==> config.mk <==
export PLATFORM = sky130hd
export DESIGN_NAME = muldiv_unit
export DESIGN_NICKNAME = d
export VERILOG_FILES = /design/src/rtl/muldiv_unit.sv
export SDC_FILE = /design/constraint.sdc
export NUM_CORES = 1
export LEC_CHECK = 0
export BUFFER_PORTS_ARGS = -buffer_cell sky130_fd_sc_hd__clkbuf_2
export CORE_MARGIN = 1
export CORE_UTILIZATION = 35
export CTS_BUF_LIST = sky130_fd_sc_hd__clkbuf_2 sky130_fd_sc_hd__clkbuf_4 sky130_fd_sc_hd__clkbuf_8
export CTS_CLUSTER_DIAMETER = 50
export CTS_CLUSTER_SIZE = 40
export DETAILED_ROUTE_END_ITERATION = 10
export PLACE_DENSITY = 0.62
export SYNTH_ARGS = -nofsm -noshare
export SYNTH_HDL_FRONTEND = slang
export SYNTH_SLANG_ARGS = --single-unit
==> constraint.sdc <==
create_clock -name clk -period 4.3 [get_ports clk]
set_clock_uncertainty 0.1 [all_clocks]
set_input_delay 1.29 -clock clk [delete_from_list [all_inputs] [get_ports clk]]
set_output_delay 1.29 -clock clk [all_outputs]
set_load 0.02 [all_outputs]
==> src/rtl/muldiv_unit.sv <==
// Iterative 32-bit unsigned multiply/divide sequencer: one shift-add or shift-subtract
// step per clock over 32 cycles, result returned with a one-cycle done pulse.
module muldiv_unit (
    input  logic        clk,
    input  logic        rst_n,
    input  logic        start,
    input  logic [1:0]  op,
    input  logic [31:0] opa,
    input  logic [31:0] opb,
    input  logic        flush,
    output logic        busy,
    output logic        done,
    output logic [31:0] result
);

    typedef enum logic [1:0] {
        StIdle,
        StRun,
        StDone
    } state_e;

    localparam logic [1:0] OpMul   = 2'b00;
    localparam logic [1:0] OpMulhu = 2'b01;
    localparam logic [1:0] OpDivu  = 2'b10;
    localparam logic [1:0] OpRemu  = 2'b11;

    state_e      state_q, state_d;
    logic [1:0]  op_q, op_d;
    logic [31:0] opb_q, opb_d;
    logic [4:0]  cnt_q, cnt_d;
    // acc holds the product high word (multiply) or the partial remainder (divide);
    // low holds the multiplier being shifted out or the quotient being shifted in.
    logic [32:0] acc_q, acc_d;
    logic [31:0] low_q, low_d;
    logic [31:0] result_q, result_d;

    logic [32:0] mul_sum;
    logic [32:0] div_r;
    logic [32:0] div_d;
    logic [32:0] step_acc;
    logic [31:0] step_low;
    logic [31:0] final_val;

    always_comb begin
        mul_sum = {1'b0, acc_q[31:0]} + (low_q[0] ? {1'b0, opb_q} : 33'd0);
        div_r   = {acc_q[31:0], low_q[31]};
        div_d   = div_r - {1'b0, opb_q};

        if (!op_q[1]) begin
            step_acc = {1'b0, mul_sum[32:1]};
            step_low = {mul_sum[0], low_q[31:1]};
        end else if (!div_d[32]) begin
            step_acc = div_d;
            step_low = {low_q[30:0], 1'b1};
        end else begin
            step_acc = div_r;
            step_low = {low_q[30:0], 1'b0};
        end

        unique case (op_q)
            OpMul:   final_val = step_low;
            OpMulhu: final_val = step_acc[31:0];
            OpDivu:  final_val = step_low;
            OpRemu:  final_val = step_acc[31:0];
            default: final_val = step_low;
        endcase
    end

    always_comb begin
        state_d  = state_q;
        op_d     = op_q;
        opb_d    = opb_q;
        cnt_d    = cnt_q;
        acc_d    = acc_q;
        low_d    = low_q;
        result_d = result_q;

        unique case (state_q)
            StIdle: begin
                if (!flush && start) begin
                    op_d  = op;
                    opb_d = opb;
                    cnt_d = 5'd0;
                    if (op[1] && (opb == 32'd0)) begin
                        result_d = op[0] ? opa : 32'hFFFF_FFFF;
                        state_d  = StDone;
                    end else begin
                        acc_d   = 33'd0;
                        low_d   = opa;
                        state_d = StRun;
                    end
                end
            end
            StRun: begin
                if (flush) begin
                    state_d = StIdle;
                end else begin
                    acc_d = step_acc;
                    low_d = step_low;
                    cnt_d = cnt_q + 5'd1;
                    if (cnt_q == 5'd31) begin
                        result_d = final_val;
                        state_d  = StDone;
                    end
                end
            end
            StDone: begin
                state_d = StIdle;
            end
            default: begin
                state_d = StIdle;
            end
        endcase
    end

    always_ff @(posedge clk or negedge rst_n) begin
        if (!rst_n) begin
            state_q  <= StIdle;
            op_q     <= 2'b00;
            opb_q    <= 32'd0;
            cnt_q    <= 5'd0;
            acc_q    <= 33'd0;
            low_q    <= 32'd0;
            result_q <= 32'd0;
        end else begin
            state_q  <= state_d;
            op_q     <= op_d;
            opb_q    <= opb_d;
            cnt_q    <= cnt_d;
            acc_q    <= acc_d;
            low_q    <= low_d;
            result_q <= result_d;
        end
    end

    assign busy   = (state_q != StIdle);
    assign done   = (state_q == StDone);
    assign result = result_q;

endmodule

Word level (Yosys, flattened, before mapping)
Index checks and enable logic that the tools add are counted.
- bits in registers: 137
- latch bits: 0
- memory bits (writable): 0
- ROM bits: 0
- memories: 0
- add/subtract/negate cells: 3
- multipliers: 0
- divide/modulo/power cells: 0
- $lt $le $gt $ge: 0
- equality and inequality tests: 12
- shift operators: 0
- muxes and demuxes: 28
- bitwise gates (word level): 0
- reduce and logical (&&, ||, !) cells: 15
- operators with widths (cell ; number):
    $mux 32 ; 15
    $pmux 32 s2 ; 4
    $add 32x32->33 ; 1
    $sub 33x32->33 ; 1
    $logic_not 32->1 ; 1
    $mux 5 ; 2
    $ne 2x2->1 const B ; 5
    $pmux 5 s2 ; 1
    $mux 2 ; 4
    $eq 2x2->1 const B ; 3
    $add 5x1->5 const B ; 1
    $eq 5x5->1 const B ; 1
    $reduce_and 5->1 ; 1
    $eq 2x1->1 const B ; 2
    $logic_not 2->1 ; 2
    $pmux 2 s2 ; 1
    $reduce_and 2->1 ; 2
    $reduce_and 4->1 ; 1
    $reduce_bool 2->1 ; 2
    $reduce_or 2->1 ; 2
    $ne 3x3->1 const B ; 1
    $reduce_and 3->1 ; 1
    $logic_and 1x1->1 ; 2
    $logic_not 1->1 ; 1
    $mux 1 ; 1

Logic depth before layout (Yosys ltp)
- depth in word-level cells: 7
- gate-level depth with buffers: 16
- mapped depth without buffers: 13

Worst setup path after synthesis
OpenSTA, ideal clock, no wires.
- path kind: in2reg
- start: in opb[22]
- end: reg result_q[31], in the netlist result[31]
- data arrival time: 3.309 ns
- required time: 4.056 ns
- setup slack: 0.747 ns
- stages on the path: 10
- cell sequence: or3_1 nor3_1 nand3b_1 a211o_1 inv_1 clkbuf_1 clkbuf_1 o211ai_1 o21ai_0 o31ai_1
- longest elaborated chain between the ends: 4
- RTL lines (element ; RTL line ; text):
    start, declared ; 9 ; input logic [31:0] opb,
    $logic_not 32->1 ; 84 ; if (op[1] && (opb == 32'd0)) begin
    $logic_and 1x1->1 ; 84 ;
    $ne 2x2->1 (no line) ; n/a ;
    $reduce_and 5->1 (no line) ; n/a ;
    end signal, assigned ; 132 ; result_q <= result_d;
    end, declared ; 35 ; logic [31:0] result_q, result_d;
No other way between the ends.
A chain may end at the register's enable or synchronous reset.

Final worst setup path
- start: reg low_q[0]
- end: reg result_q[31], in the netlist result[31]
- longest elaborated chain between the ends: 7
- elaborated cells on any way between the ends: 8
- those cells by class: add/sub (1); mux (7)
- RTL lines (element ; RTL line ; text):
    start, declared ; 34 ; logic [31:0] low_q, low_d;
    start signal, assigned ; 131 ; low_q <= low_d;
    $mux 32 (*) ; 45 ; mul_sum = {1'b0, acc_q[31:0]} + (low_q[0] ? {1'b0, opb_q} : 33'd0);
    $add 32x32->33 (*) ; 45 ;
    $mux 32 ; 49 ; if (!op_q[1]) begin
    $pmux 32 s2 (*) ; 60 ; unique case (op_q)
    $mux 32 (*) ; 101 ; if (cnt_q == 5'd31) begin
    $mux 32 (*) ; 95 ; if (flush) begin
    $pmux 32 s2 (*) ; 78 ; unique case (state_q)
Mark *: on every way between the ends. The rest lies on a longest branch, timed or not. The select of a mux whose other input is x is not followed.

==> impl_metrics.toml <==
[status]
status = "complete, but fails checks"
violations = "design-rule violations"

[yosys]
synth_edf_count = 0
yosysSeqAreaShare = 0.312
synth_ff_type = "dfrtp_1"
netlist_instances = 1371
synth_area_um2 = 11000
synth_top_area_share = 0.312
ys_ff_latch = 137
yosys_warnings = 0
avgSynthCellArea_um2 = 8.02
yosysUniqueCellTypes = 70
synthArstFlopShare = 1.00
yosys.area.top_type = "dfrtp_1"
synthTopCellsByArea = "dfrtp_1 (31%), o21ai_0 (7.7%), ha_1 (7.5%), nand2_1 (5.4%), a21oi_1 (5.4%)"
synth_nets = 1509

[sta]
finalCriticalPeriod_ns = 4.02
hold_violations = 0
setup_viol = 0
hold_slack_ns = 0.412
rsz0062_at_grt = "no"
fmax_ghz = 0.249
tns_ns = 0
maxSlewHeadroom = 0.375
period_share = 0.935
drv_slew = 0
worst_slew_pin_slew_ns = 0.935

[clock_tree]
postCtsHoldBufs = 0
h-tree-depth = 4
cts.sinks = 137
cts_buffer_depth = 2
cts_buffers = 17
post_cts_buffers = 0
cts_tree = "done"
insertion_delay_ns = 0.48
post_cts_resized = 0
clk_pin_slew_worst_paths_ns = 0.09
cts-root-buf = "clkbuf_8"

[cells_and_area]
antennaDiodeCount = 0
drive_gt1_frac = 0.133
syn2layout_area_growth_pct = 12.0
nNetsFinal = 1577
final_area_um2 = 12300
final_util = 0.401

[setup_path]
crit_top_cell = "buf_4"
critPathArrivalTime_ns = 4.28
crit_path_max_fanout = 33
crit_path_end_kind = "register"
critPathRequiredTime_ns = 4.56
reg2reg_depth = 13
cp-start-kind = "register"
cpPeakStageDelay_ns = 0.43
path_cells = "buf_4 -> and2_1 -> fa_1 -> a211oi_1 -> o211ai_1 -> a21oi_1 -> o22ai_1 -> o221ai_1 -> o31a_1 -> nor2_1 -> a2111oi_0 -> buf_4 -> o31ai_1"
critPathSlowestCell = "fa_1"
criticalPathCategory = "reg -> reg"

[global_route]
grt_pass1_vias = 10500
overflow = 0
grt_first_pass_wirelength_mm = 58.1
grt_use_total = 0.240
grt_max_degree = 80
antenna_found_initial = 0

[place]
hpwl_mm = 29.1
io_buffers = 103
place_congestion = 0.931
dpl_cell_area_um2 = 11900

[routing]
via_per_inst = 5.77
drt-pass1-iter-count = 8
wire_per_inst_um = 20.1
drt_iter0_markers = 968
ant_nets = 0
vias = 10700
drc_errors = 11
totalWireLength_mm = 37.2

[pwr]
vdd_drop_max_v = 0.000289
pwr_density_cell_nw_per_um2 = 585
leakage_nw = 5.67

[die]
core_area_um2 = 30700
row_count = 64
start_util = 0.358
die_w_um = 179
die_y_um = 179
fp.dieArea_um2 = 32100
ioPinCount = 104

[worst_hold_path]
hold_depth = 2
hp-class = "reg -> reg"

[flow_run]
drv_cap = 0
==> power breakdown <==
group / internal, mW / switching [mW] / total (mW)
sequential: 1.53 / 0.336 / 1.87
clock: 0.533 / 0.592 / 1.12
combinational: 1.63 / 2.58 / 4.21
total: 3.70 / 3.51 / 7.21
==> through the flow <==
| stage | total power [mW] | setup slack (ns) | cells |
|---|---|---|---|
| floorplan | 4.87 | 0.747 | 1371 |
| global placement | 6.03 | 0.320 | 1816 |
| detailed placement | 6.04 | 0.257 | 1816 |
| CTS | 7.18 | 0.326 | 1848 |
| global route | 7.73 | 0.0756 | 1848 |
| finish | 7.21 | 0.281 | 1848 |
==> cell usage after synthesis (all sizes together) (5+ instances only) <==
master  count
nand2b      8
o21bai      8
and2       38
nand4      17
ha         66
nor4        7
xor2       19
a21o       26
a211oi     16
o21ai     170
nor2      109
clkbuf     67
mux2       13
a211o      16
mux2i      55
nor2b      12
a22o        9
dfrtp     137
nor3       27
xnor2      27
a21oi     120
o221ai     18
o211ai     12
a31oi       8
nand2     159
and3        6
or3        10
buf        15
nand3      23
o31ai       9
nor3b       5
inv        56
and4        6
o21a       19
==> critical path, delay by kind of cell (launching register included) <==
kind | cells | cell delay (ns)
fa+ha+maj | 1 | 0.43
buf+inv | 2 | 0.45
flops | 1 | 0.39
compound gates | 8 | 2.27
simple gates | 2 | 0.27
==> sequential cells by signal (all words and copies together), names as in the netlist <==
name,flops
opb_q,32
result,32
op_q,2
cnt_q,5
low_q,32
acc_q,32
state_q,2
==> cell families after synthesis <==
family	after synthesis	synth area share
multiplexers	68	0.0640
AND/OR/NAND/NOR	434	0.183
flip-flops	137	0.312
buffers and inverters	139	0.0514
XOR/XNOR	46	0.0366
adder cells (fa/ha/maj)	68	0.0787
AO/OA/AOI/OAI	479	0.275
==> final cells by class <==
cell class,count,area [µm²]
repair buffers,131,769
clock inverters,13,144
well taps,396,495
multi-input cells,1095,7020
clock buffers,19,249
flip-flops and latches,137,3430
inverters,57,214
fillers,3261,18400
==> final timing paths <==
check                      startpoint  slack, ns         end
setup / recovery             low_q[0]       0.28  result[31]
hold / removal             result[27]       0.41  result[27]
setup reg to reg             low_q[0]       0.28  result[31]
hold reg to reg            result[27]       0.41  result[27]
max in group asynchronous       rst_n       2.69    acc_q[4]
min in group asynchronous       rst_n       0.76   opb_q[23]
==> per-layer routing <==
metal / share of wire / vias up / global-route usage
li1: - / 5125 / -
met4: 0.029 / 0 / 0.0861
met5: 0 / - / 0
met2: 0.48 / 314 / 0.402
met1: 0.44 / 5154 / 0.314
met3: 0.044 / 62 / 0.0327
==> cells in the final DEF (no fill, tap or decap), types with 12 or more instances in the layout <==
| cell type | netlist | final |
|---|---|---|
| clkbuf_8 | 0 | 17 |
| dfrtp_1 | 137 | 136 |
| nor3_1 | 27 | 27 |
| nand4_1 | 17 | 17 |
| nand3_1 | 23 | 23 |
| nor2_1 | 109 | 108 |
| a211oi_1 | 14 | 14 |
| o221ai_1 | 18 | 18 |
| nand2_1 | 159 | 159 |
| o211ai_1 | 12 | 12 |
| o21ai_0 | 169 | 169 |
| ha_1 | 66 | 66 |
| buf_4 | 0 | 25 |
| a211o_1 | 16 | 16 |
| a21o_1 | 26 | 25 |
| xnor2_1 | 27 | 27 |
| nor2b_1 | 12 | 12 |
| and2_1 | 38 | 38 |
| xor2_1 | 19 | 19 |
| a21oi_1 | 119 | 119 |
| clkbuf_2 | 0 | 102 |
| inv_1 | 56 | 56 |
| mux2i_1 | 55 | 55 |
| o21a_1 | 19 | 19 |
Note: power is estimated with default switching activity, not from simulation.
